`config.mk`:
```
export PLATFORM = sky130hd
export DESIGN_NAME = apb_req_arbiter
export DESIGN_NICKNAME = d
export VERILOG_FILES = /design/src/rtl/apb_arb_pkg.sv /design/src/rtl/apb_arb_rr_pick.sv /design/src/rtl/apb_req_arbiter.sv
export SDC_FILE = /design/constraint.sdc
export NUM_CORES = 1
export LEC_CHECK = 0
export CAP_MARGIN = 10
export CORE_ASPECT_RATIO = 1.25
export CORE_UTILIZATION = 25
export CTS_BUF_LIST = sky130_fd_sc_hd__clkbuf_4
export CTS_CLUSTER_DIAMETER = 30
export DETAILED_ROUTE_END_ITERATION = 10
export GPL_ROUTABILITY_DRIVEN = 1
export SLEW_MARGIN = 20
export SYNTH_ARGS = -nofsm -noshare
export SYNTH_HDL_FRONTEND = slang
export SYNTH_SLANG_ARGS = --single-unit
export TNS_END_PERCENT = 50
```
`constraint.sdc`:
```
create_clock -name PCLK -period 2.56 [get_ports PCLK]
set_clock_uncertainty 0.1 [all_clocks]
set_input_delay 0.256 -clock PCLK [delete_from_list [all_inputs] [get_ports PCLK]]
set_output_delay 0.256 -clock PCLK [all_outputs]
set_load 0.01 [all_outputs]
```
`src/rtl/apb_arb_pkg.sv`:
```
// apb_arb_pkg: shared types and default parameters for the two-requester APB arbiter.
//   arb_state_e : arbiter FSM states, one per APB master phase plus a start step
//   owner_e     : which requester currently owns the bus
//   DEF_*       : default parameter values for apb_req_arbiter
//   other_owner : the requester that is not the given one
package apb_arb_pkg;
    typedef enum logic [1:0] {A_IDLE, A_START, A_SETUP, A_ACCESS} arb_state_e;
    typedef enum logic {OWN_0, OWN_1} owner_e;
    localparam int DEF_DATA_WIDTH     = 32;
    localparam int DEF_ADDR_WIDTH     = 32;
    localparam int DEF_STROBE_WIDTH   = 4;
    localparam int DEF_SLAVES_NUM     = 2;
    localparam int DEF_TIMEOUT_CYCLES = 16;
    function automatic owner_e other_owner(input owner_e o);
        return (o == OWN_0) ? OWN_1 : OWN_0;
    endfunction
endpackage

```
`src/rtl/apb_arb_rr_pick.sv`:
```
// apb_arb_rr_pick: two-way round-robin choice.
//   req_i  : {REQ_1, REQ_0}
//   last_i : requester served most recently
//   win_o  : chosen requester (don't-care when no request is present)
module apb_arb_rr_pick
    import apb_arb_pkg::*;
(
    input  logic [1:0] req_i,
    input  owner_e     last_i,
    output owner_e     win_o
);
    assign win_o = (req_i == 2'b11) ? other_owner(last_i) : (req_i[1] ? OWN_1 : OWN_0);
endmodule

```
`src/rtl/apb_req_arbiter.sv`:
```
// apb_req_arbiter: round-robin arbiter feeding two requesters into one APB master.
//   PCLK/PRESET            : clock, synchronous active-high reset
//   REQ_x, ADDR_x, WDATA_x,
//   WRITE_x, STRB_x,
//   PROT_x, SEL_x          : requester x transfer request and its fields
//   DONE_x, RDATA, ERR     : registered completion pulse, read data, error flag
//   Transfer .. SEL_in     : request inputs of the APB master
//   PREADY/PSLVERR/PRDATA  : tapped from the APB bus
// Optional ACCESS watchdog enabled by defining APB_ARB_TIMEOUT_EN.
module apb_req_arbiter
    import apb_arb_pkg::*;
#(
    parameter int DATA_WIDTH     = DEF_DATA_WIDTH,
    parameter int ADDR_WIDTH     = DEF_ADDR_WIDTH,
    parameter int STROBE_WIDTH   = DEF_STROBE_WIDTH,
    parameter int SLAVES_NUM     = DEF_SLAVES_NUM,
    parameter int TIMEOUT_CYCLES = DEF_TIMEOUT_CYCLES
) (
    input  logic                    PCLK,
    input  logic                    PRESET,
    input  logic                    REQ_0,
    input  logic                    REQ_1,
    input  logic [ADDR_WIDTH-1:0]   ADDR_0,
    input  logic [ADDR_WIDTH-1:0]   ADDR_1,
    input  logic [DATA_WIDTH-1:0]   WDATA_0,
    input  logic [DATA_WIDTH-1:0]   WDATA_1,
    input  logic                    WRITE_0,
    input  logic                    WRITE_1,
    input  logic [STROBE_WIDTH-1:0] STRB_0,
    input  logic [STROBE_WIDTH-1:0] STRB_1,
    input  logic [2:0]              PROT_0,
    input  logic [2:0]              PROT_1,
    input  logic [SLAVES_NUM-1:0]   SEL_0,
    input  logic [SLAVES_NUM-1:0]   SEL_1,
    output logic                    DONE_0,
    output logic                    DONE_1,
    output logic [DATA_WIDTH-1:0]   RDATA,
    output logic                    ERR,
    output logic                    Transfer,
    output logic [ADDR_WIDTH-1:0]   ADDR_in,
    output logic [DATA_WIDTH-1:0]   DATA_in,
    output logic                    WRITE_in,
    output logic [STROBE_WIDTH-1:0] STROB_in,
    output logic [2:0]              PROT_in,
    output logic [SLAVES_NUM-1:0]   SEL_in,
    input  logic                    PREADY,
    input  logic                    PSLVERR,
    input  logic [DATA_WIDTH-1:0]   PRDATA
);
    arb_state_e            state_q, state_d;
    owner_e                owner_q, owner_d, win, src;
    logic [1:0]            done_q;
    logic [DATA_WIDTH-1:0] rdata_q;
    logic                  err_q;
    logic                  other_req, in_access, timeout, err_now, complete, switch_own, own_write;

    apb_arb_rr_pick u_pick (
        .req_i  ({REQ_1, REQ_0}),
        .last_i (owner_q),
        .win_o  (win)
    );

    assign other_req  = (owner_q == OWN_0) ? REQ_1 : REQ_0;
    assign own_write  = (owner_q == OWN_0) ? WRITE_0 : WRITE_1;
    assign in_access  = state_q == A_ACCESS;
    assign err_now    = PSLVERR || timeout;
    assign complete   = in_access && (PREADY || err_now);
    assign switch_own = complete && other_req && !err_now;
    // On a back-to-back handover the next owner's fields go out in the completing cycle.
    assign src        = switch_own ? other_owner(owner_q) : owner_q;
    assign Transfer   = (state_q == A_START) || (state_q == A_SETUP) ||
                        (in_access && (!PREADY || other_req) && !err_now);

    assign ADDR_in  = Transfer ? ((src == OWN_1) ? ADDR_1  : ADDR_0)  : '0;
    assign DATA_in  = Transfer ? ((src == OWN_1) ? WDATA_1 : WDATA_0) : '0;
    assign WRITE_in = Transfer ? ((src == OWN_1) ? WRITE_1 : WRITE_0) : 1'b0;
    assign STROB_in = Transfer ? ((src == OWN_1) ? STRB_1  : STRB_0)  : '0;
    assign PROT_in  = Transfer ? ((src == OWN_1) ? PROT_1  : PROT_0)  : '0;
    assign SEL_in   = Transfer ? ((src == OWN_1) ? SEL_1   : SEL_0)   : '0;

    assign DONE_0 = done_q[0];
    assign DONE_1 = done_q[1];
    assign RDATA  = rdata_q;
    assign ERR    = err_q;

`ifdef APB_ARB_TIMEOUT_EN
    localparam int CW = $clog2(TIMEOUT_CYCLES + 1);
    logic [CW-1:0] tcnt_q, tcnt_d;
    // Counts ACCESS cycles already spent; cleared whenever ACCESS is (re)entered.
    assign tcnt_d  = (in_access && !complete) ? tcnt_q + 1'b1 : '0;
    assign timeout = in_access && (tcnt_q >= CW'(TIMEOUT_CYCLES));
    always_ff @(posedge PCLK) begin
        tcnt_q <= PRESET ? '0 : tcnt_d;
    end
`else
    // Watchdog compiled out: the comparison is constant false.
    assign timeout = TIMEOUT_CYCLES < 0;
`endif

    always_comb begin
        state_d = state_q;
        owner_d = owner_q;
        case (state_q)
            A_IDLE: begin
                state_d = (REQ_0 || REQ_1) ? A_START : A_IDLE;
                owner_d = (REQ_0 || REQ_1) ? win : owner_q;
            end
            A_START: state_d = A_SETUP;
            A_SETUP: state_d = A_ACCESS;
            default: begin
                state_d = complete ? (switch_own ? A_SETUP : A_IDLE) : A_ACCESS;
                owner_d = src;
            end
        endcase
    end

    // owner_q doubles as the round-robin pointer; resetting it to requester 1
    // makes requester 0 win the first tie.
    always_ff @(posedge PCLK) begin
        if (PRESET) begin
            state_q <= A_IDLE;
            owner_q <= OWN_1;
            done_q  <= '0;
            rdata_q <= '0;
            err_q   <= 1'b0;
        end else begin
            state_q <= state_d;
            owner_q <= owner_d;
            done_q  <= complete ? ((owner_q == OWN_1) ? 2'b10 : 2'b01) : 2'b00;
            err_q   <= complete ? err_now : err_q;
            rdata_q <= (complete && !own_write) ? PRDATA : rdata_q;
        end
    end
endmodule

```
==> results of run 1 <==
==> power breakdown <==
part	internal (µW)	leakage [µW]	total (µW)	switching, µW
clock network	305	0.0000554	537	231
logic	1920	0.00290	4310	2390
registers	647	0.000308	694	47.4
total	2870	0.00326	5540	2670
==> cell families after synthesis <==
family                   count (synthesis)  share of synthesized area, %
buffers and inverters                   95                          9.28
AO/OA/AOI/OAI                          149                          21.0
AND/OR/NAND/NOR                        339                          36.0
multiplexers                            78                          17.5
flip-flops                              38                          15.2
adder cells (fa/ha/maj)                  4                          1.00
==> layout make-up <==
| class | instances | area (µm²) |
|---|---|---|
| fill | 2053 | 11000 |
| multi-input combinational | 570 | 3940 |
| timing repair buffer | 357 | 3430 |
| sequential | 38 | 767 |
| tap | 265 | 332 |
| clock inverter | 3 | 68.8 |
| clock buffer | 5 | 37.5 |
| inverter | 5 | 18.8 |
==> registers in the layout, indices dropped and copies added, names as in the netlist <==
signal / cells
ERR: 1
RDATA: 32
done_q: 2
owner_q: 1
state_q: 2
==> synth_stat cells (all sizes together) <==
| library cell | n | area, µm² |
|---|---|---|
| mux2 | 75 | 845 |
| o311ai | 1 | 8.76 |
| nor2 | 3 | 11.3 |
| nand2 | 150 | 563 |
| a211o | 1 | 8.76 |
| mux2i | 3 | 30.0 |
| a41oi | 1 | 8.76 |
| a32oi | 74 | 648 |
| buf | 39 | 250 |
| nand4b | 1 | 8.76 |
| a221oi | 1 | 8.76 |
| a311oi | 1 | 8.76 |
| o21a | 1 | 7.51 |
| a21oi | 32 | 160 |
| inv | 5 | 18.8 |
| nand3 | 106 | 531 |
| nor3 | 2 | 10.0 |
| o21ai | 35 | 175 |
| clkbuf | 51 | 195 |
| a22oi | 1 | 7.51 |
| or3b | 74 | 648 |
| dfxtp | 38 | 761 |
| and4b | 2 | 23.8 |
| nor2b | 1 | 6.26 |
| a21o | 1 | 7.51 |
| ha | 4 | 50.1 |
==> layer usage <==
layer	track usage, %	part of all wire, %	vias up
met3	4.02	8.5	19
met5	0	0	-
met1	23.8	41	3063
met2	32.2	49	265
met4	4.06	1.5	0
li1	-	-	3159
==> worst paths after layout <==
| kind | slack, ps | end | cells past startpoint |
|---|---|---|---|
| worst max register to register | 710 | RDATA[19] | 4 |
| worst min-delay path | 330 | RDATA[14] | 3 |
| worst max-delay path | -50 | SEL_in[1] | 8 |
| worst min register to register | 390 | RDATA[22] | 2 |
==> through the flow <==
step | hold WS, ps | instance area (µm²) | worst slack [ps] | utilization [%]
after floorplan | 304 | 5000 | 435 | -
after global placement | 360 | 8300 | -283 | 42.5
after detailed placement | 368 | 8300 | -294 | 42.5
after CTS | 314 | 8210 | -56.6 | 42.0
after global routing | 329 | 8590 | -128 | 44.0
final | 327 | 8590 | -49.0 | 44.0
==> critical path: stages (launching register included) <==
cell,delay [ps]
dfxtp_2,380
ha_4,160
and4b_4,280
buf_8,150
buf_12,110
clkbuf_16,150
mux2_2,330
a32oi_1,180
buf_2,170
==> timing repair <==
action / 4_1_cts / 5_1_grt
resized for setup: 318 / 40
setup buffers: 8 / 9
pin swaps: 4 / 21
gates cloned: 2 / 7
endpoints found under the setup margin: 75 / 60
==> metrics.md, run 1 <==
| Metric | Value |
|---|---|
| Status | complete, but fails checks |
| Failing checks | setup timing |
| TritonRoute pass-1 iters | 5 |
| Slew at the pin closest to its max-slew limit | 523 ps |
| Crit path kind | flop to primary output |
| Total track usage | 18.8% |
| Final setup vio count | 15 |
| Min-Delay Path Class | primary input to flop |
| CTS Sinks | 38 |
| RD Place Congestion | 0.806 |
| Max-cap violation count | 0 |
| Post-Place Cells | roughly 1200 |
| Source of the worst register-to-register timing path | owner_q |
| Pin count of the biggest net entering global routing | approximately 90 |
| WL per Instance | 17.6 µm |
| Fmax | roughly 0.38 GHz |
| Critical path origin | state_q[0] |
| Tmin final | 2610 ps |
| Syn-to-layout area delta | 71.8% |
| Cell Pwr Density | 645 mW/mm² |
| Final worst setup slack | -49.0 ps |
| Vias in the first global route | 5931 |
| Gr ovfl total | 0 |
| Drt drc | 0 |
| Row Count | 57 |
| RSZ-0062 raised after global routing | yes |
| Synth Area per Inst | approximately 7.1 µm² |
| CTS tree | built |
| Via density | 5.23 |
| Cell variety after synth | 32 |
| Post-DP HPWL | around 14000 µm |
| Slew HR | 65.1% |
| DRC violation total after the first TritonRoute iteration | 389 |
| Layout cell share with drive strength beyond 1 | 28.2% |
| Fin. Hold Viols | 0 |
| Synth warn | 0 |
| Nets@finish | 1167 |
| Most frequent cells in the layout | clkdlybuf4s50_1, nand2_1, nand3_1 |
| Syn_nets | 893 |
| Worst-path clk slew | 130 ps |
| Maximum resistive drop on vdd | ~650 µV |
| Clock Root Buffer | clkbuf_4 |
| Commonest non-fill, non-tap cell in the layout | clkdlybuf4s50_1 |
| I/O pin total | slightly below 300 |
| DIE WIDTH | 129 µm |
| Worst Hold Launch | PRDATA[14] |
| Inserted Clock Buffers | 5 |
| H-tree levels | 2 |
| Register bit count reported by yosys | 38 |
| Design Power | 5540 µW |
| Synthesized instance count | 703 |
| Crit path DAT | 2250 ps |
| Worst setup EP type | primary output |
| Leak Pwr | approximately 0.0033 µW |
| Die H | around 160 µm |
| Required time worst endpoint | 2200 ps |
| Part of the cycle the worst path needs | 102% |
| Drt total wl | 21900 µm |
| Port Buffer Count | 295 |
| Worst-Skew Late Latency | roughly 350 ps |
| Non-Filler Instances | between 1000 and 1500 |
| Setup tns final | -356 ps |
| Die ar. | between 0.02 and 0.025 mm² |
| Synth Cell Area | 0.00500 mm² |
| Sequential share of the synthesized area | 15.2% |
| # hold bufs at CTS | 0 |
| Max clock buf depth | 2 |
| Worst setup SP type | flop |
| Slew Viols, Final | 0 |
| Vias post-DR | 6506 |
| Initial antenna violation count | 0 |
| Antenna diodes | 0 |
| First-pass GRT wire length | between 30000 and 40000 µm |
| Initial cell density of the core | 25.6% |
| Crit Path Max Fanout | 7 |
| Core Area | 0.0195 mm² |
| Post-DRT Antenna Nets | 0 |
Note: power is estimated with default switching activity, not from simulation.
==> run 2, diff against run 1 <==
==> constraint.sdc (replaced) <==
create_clock -name PCLK -period 2.56 [get_ports PCLK]
set_clock_uncertainty 0.1 [all_clocks]
set_input_delay 0.768 -clock PCLK [delete_from_list [all_inputs] [get_ports PCLK]]
set_output_delay 0.768 -clock PCLK [all_outputs]
set_load 0.01 [all_outputs]
==> run 2 against run 1 <==
First-iteration DRC count decreased by 23%. Critical endpoint is now DATA_in[5]. The flow still finishes with violations (setup timing). Clock power shrank 40%. Combinational power increased by 16%. Worst hold slack improved by 54 ps.
==> metrics.md, run 2 (synthesis gave the netlist of run 1 again) <==
| Metric | Value |
|---|---|
| Status | complete, but fails checks |
| Failing checks | setup timing |
| Number of flip-flops in the largest register | 32 |
| Worst setup EP type | primary output |
| Min-Delay Path Class | flop to flop |
| Drt drc | 0 |
| Post-Place Setup Slack | -1330 ps |
| RD Place Congestion | ~0.72 |
| Worst setup SP type | primary input |
| Row Count | 57 |
| Clock Root Buffer | clkbuf_4 |
| Most Frequent Cell on Critical Path | buf_6 |
| Fmax | 0.319 GHz |
| Max-cap violation count | 0 |
| R2r setup slk | 630 ps |
| Multi-input gate area | approximately 0.0043 mm² |
| Core Area | 0.0195 mm² |
| Initial antenna violation count | 0 |
| Non-Filler Instances | 1257 |
| Required time worst endpoint | 1690 ps |
| Sequential Area | approximately 770 µm² |
| First-pass GRT wire length | roughly 33000 µm |
| Cell Pwr Density | 658 mW/mm² |
| Worst hold stages | 2 |
| Pin count of the biggest net entering global routing | 55 |
| Slowest stage cell, crit path | and4b_4 |
| Internal | about 3200 µW |
| Worst-Skew Late Latency | 350 ps |
| Inserted Clock Buffers | 5 |
| Hold Slack | 381 ps |
| Cells along the critical path | buf_6 -> and4b_4 -> buf_6 -> buf_12 -> buf_16 -> mux2_2 -> a32oi_2 -> buf_2 |
| Port Buffer Count | 295 |
| Slew HR | 63.7% |
| CTS tree | built |
| Combinational share of power | 83.1% |
| Gr ovfl total | 0 |
| Max incr delay on CP | 360 ps |
| Fill count | between 1500 and 2000 |
| Post-DP HPWL | 14500 µm |
| Commonest non-fill, non-tap cell in the layout | clkdlybuf4s50_1 |
| Cell Area, Placed | 0.00881 mm² |
| CTS Sinks | 38 |
| Die ar. | around 0.021 mm² |
| Worst-path clk slew | between 100 and 150 ps |
| Tmin final | 3140 ps |
| DRC violation total after the first TritonRoute iteration | between 200 and 300 |
| R2r endpoint | RDATA[14] |
| Worst Hold Launch | RDATA[29] |
| Maximum resistive drop on vdd | around 460 µV |
| Crit path kind | primary input to primary output |
| Sw frac | 47.2% |
| Syn-to-layout area delta | 83.4% |
| Antenna diodes | 0 |
| Vias post-DR | 6426 |
| Crit path DAT | 2270 ps |
| Setup tns final | -38190 ps |
| Vias in the first global route | roughly 6100 |
| Slew Viols, Final | 0 |
| Fin. Hold Viols | 0 |
| Max clock buf depth | 2 |
| Leak Pwr | 0.00345 µW |
| Post-DRT Antenna Nets | 0 |
| WL per Instance | 17.2 µm |
| Post-Place Cells | 1227 |
| I/O pin total | roughly 300 |
| RSZ-0062 raised after global routing | yes |
| Psw | ~2800 µW |
| Nets@finish | 1181 |
| Die H | 160 µm |
| Source of the worst register-to-register timing path | owner_q |
| Top delay family on crit path | buffers and inverters |
| Depth of the worst register-to-register path | 5 |
| Hold Path End | RDATA[29] |
| Final setup vio count | 75 |
| Crit Path Max Fanout | 6 |
| Slew at the pin closest to its max-slew limit | 545 ps |
| Layout cell share with drive strength beyond 1 | between 30% and 40% |
| Clock share of power | 5.3% |
| WP buf/inv | 5 |
| Sequential power share | 11.6% |
| Most frequent cells in the layout | clkdlybuf4s50_1, nand2_1, nand3_1 |
| Drt total wl | 21700 µm |
| Part of the cycle the worst path needs | 122% |
| DIE WIDTH | ~130 µm |
| Via density | 5.11 |
| Post-Layout Inst Area | about 0.009 mm² |
| Total track usage | 19.7% |
| Initial cell density of the core | 25.6% |
| H-tree levels | 2 |
| TritonRoute pass-1 iters | 5 |
| Final worst setup slack | -575 ps |
==> run 2: worst max path at each step <==
stage	end	cells after the start	start	slack (ps)
after CTS	WRITE_in	8	PSLVERR	-590
after global routing	WRITE_in	8	PSLVERR	-630
after global placement	ADDR_in[19]	6	PSLVERR	-1340
after detailed placement	DATA_in[30]	6	PSLVERR	-1330
final	DATA_in[5]	8	PSLVERR	-580
after floorplan	DATA_in[22]	5	PSLVERR	-230
==> run 2: final cells by class <==
type / instances / share of cell area, %
multi-input cells: 570 / 46.4
repair buffers: 371 / 40.9
flip-flops and latches: 38 / 8.36
well taps: 265 / 3.61
clock buffers: 5 / 0.409
inverters: 5 / 0.218
clock inverters: 3 / 0.164
==> run 2: layer usage <==
layer  vias to the layer above  GRT usage [%]  routed length, µm  share of wire, %
met5                         -              0                  0                 0
met4                         0           3.32                210              0.97
met3                        12           4.15               1660               7.6
met1                      2999           23.5               8870                41
met2                       220           35.9              10900                50
li1                       3195              -                  -                 -
==> run 2: stage by stage <==
step	util (%)	power, µW
after floorplan	-	3350
final	46.9	6040
after CTS	46.5	6020
after global routing	46.9	6440
after detailed placement	45.1	6150
after global placement	45.1	6130
==> run 2: power groups by stage <==
stage,clock network [µW],registers (µW),logic [µW]
5_1_grt,358,707,5380
3_3_place_gp,0,702,5430
3_5_place_dp,0,704,5440
2_1_floorplan,0,694,2650
6_report,321,701,5010
4_1_cts,338,701,4980
==> run 2: worst register-to-register path: cells and delay by family (launching register included) <==
family                 cells  cell delay, ps
buffers and inverters      2             350
muxes                      1             550
DFF                        1             470
AOI/OAI and AO/OA          2             360
==> run 2: repair_timing <==
item	in CTS	in global routing
setup buffers	12	0
cloned	10	1
hold buffers	0	0
endpoints found under the setup margin	75	75
resized for setup	377	22
pin swaps	27	26
==> run 3, diff against run 2 <==
CORE_ASPECT_RATIO = default   (was 1.25)
clock period = 2.85 ns   (was 2.56 ns; I/O delays follow)
==> run 3 against run 2 <==
The run still ends with setup timing left. Utilization up 2.7 points. Highest routed layer is now met5. Sequential power down 11%. Critical endpoint is now DATA_in[0]. Die area about the same. Design area up 5.7%. Routed wire length up 10%. Critical path depth unchanged. Non-clock buffer count up 10. Register-to-register slack better by 180 ps.
==> metrics.md, run 3 (synthesis gave the netlist of run 1 again) <==
| Metric | Value |
|---|---|
| Drt total wl | 23900 µm |
| Commonest non-fill, non-tap cell in the layout | clkdlybuf4s50_1 |
| Fin. Hold Viols | 0 |
| Leak Pwr | 0.00366 µW |
| Post-DRT Antenna Nets | 0 |
| Non-Filler Instances | roughly 1300 |
| Post-DP HPWL | 14600 µm |
| RD Place Congestion | 0.771 |
| Nets@finish | 1191 |
| Crit Path Max Fanout | 6 |
| Slew Viols, Final | 0 |
| First-pass GRT wire length | approximately 36000 µm |
| Antenna diodes | 0 |
| Cell Pwr Density | around 570 mW/mm² |
| # hold bufs at CTS | 0 |
| Min-Delay Path Class | flop to flop |
| Worst setup SP type | primary input |
| DRC violation total after the first TritonRoute iteration | 230 |
| Crit path DAT | 2390 ps |
| Die H | 143 µm |
| Row Count | 51 |
| Vias in the first global route | 6499 |
| Fmax | 0.299 GHz |
| Final setup vio count | 75 |
| H-tree levels | 2 |
| Most frequent cells in the layout | clkdlybuf4s50_1, nand2_1, nand3_1 |
| Sw frac | 47.1% |
| Clock Root Buffer | clkbuf_4 |
| Worst setup EP type | primary output |
| WL per Instance | 18.8 µm |
| CTS tree | built |
| Post-Place Cells | 1220 |
| Status | complete, but fails checks |
| Failing checks | setup timing |
| Combinational share of power | 83.8% |
| Slew at the pin closest to its max-slew limit | 539 ps |
| Worst-path clk slew | about 110 ps |
| Core Area | 0.0195 mm² |
| Via density | 5.26 |
| Worst-Skew Late Latency | 330 ps |
| DIE WIDTH | 143 µm |
| RSZ-0062 raised after global routing | yes |
| Clock share of power | between 4 and 5% |
| Inserted Clock Buffers | 5 |
| Vias post-DR | 6665 |
| CTS Sinks | 38 |
| Psw | approximately 2600 µW |
| Required time worst endpoint | 1900 ps |
| Slew HR | between 60% and 70% |
| Maximum resistive drop on vdd | 439 µV |
| Drt drc | 0 |
| Number of flip-flops in the largest register | 32 |
| I/O pin total | 296 |
| Max clock buf depth | 2 |
| Max-cap violation count | 0 |
| Tmin final | 3340 ps |
| Die ar. | 0.0206 mm² |
| Layout cell share with drive strength beyond 1 | 35.4% |
| Post-layout util | 49.6% |
| Initial antenna violation count | 1 |
| Final worst setup slack | -490 ps |
| Pin count of the biggest net entering global routing | 56 |
| Internal | 2920 µW |
| Part of the cycle the worst path needs | 117% |
| Crit path kind | primary input to primary output |
| Syn-to-layout area delta | 93.8% |
| Setup tns final | -29740 ps |
| Port Buffer Count | 295 |
| TritonRoute pass-1 iters | 4 |
| Initial cell density of the core | 25.6% |
| Total track usage | 21.8% |
| Gr ovfl total | 0 |
| Sequential power share | 11.3% |
==> run 3: critical path, stage by stage <==
cell,delay [ps]
buf_6,90
and4b_4,370
buf_6,130
buf_12,130
buf_16,130
mux2_4,300
a32oi_2,190
buf_2,160
==> run 3: path summary, 6_finish.rpt <==
kind	startpoint	to	slack [ps]	depth (start not counted)
worst max register to register	state_q[0]	owner_q	810	7
worst min register to register	RDATA[3]	RDATA[3]	380	2
worst min-delay path	RDATA[3]	RDATA[3]	380	2
worst max-delay path	PSLVERR	DATA_in[0]	-490	8
==> run 3: routing by layer <==
metal  global-route usage, %  share of wire, %  up-vias
li1                        -                 -     3215
met1                    28.1                44     3193
met2                    37.2                47      239
met3                    5.03               7.9       16
met4                    3.30              0.97        2
met5                       0             0.055        -
==> run 3: cell type report <==
| cell class | count | area (µm²) |
|---|---|---|
| fillers | 1923 | 9830 |
| multi-input cells | 570 | 4480 |
| repair buffers | 381 | 4040 |
| flip-flops and latches | 38 | 764 |
| well taps | 265 | 332 |
| clock buffers | 6 | 45.0 |
| inverters | 5 | 20.0 |
| clock inverters | 2 | 8.76 |
==> run 3: stage by stage <==
stage          setup WS, ps  total power [µW]  hold WS, ps  area (µm²)
2_1_floorplan          -113              3010          398        5280
3_3_place_gp          -1180              5460          361        8770
3_5_place_dp          -1200              5490          368        8770
4_1_cts                -557              5440          383        9520
5_1_grt                -519              5920          403        9690
6_report               -490              5530          381        9690
==> run 3: power by group through the flow <==
stage	clock network [µW]	logic, µW	registers [µW]
after floorplan	0	2380	623
after global placement	0	4830	632
after detailed placement	0	4850	634
after CTS	287	4520	625
after global routing	305	4980	631
final	273	4630	625
==> run 3: repair_timing <==
action / CTS / global route
cloned: 19 / 2
gates resized for setup: 404 / 59
setup buffers: 17 / 5
pin swaps: 47 / 43
endpoints found under the setup margin: 75 / 75
endpoints found under the hold margin: 0 / 0
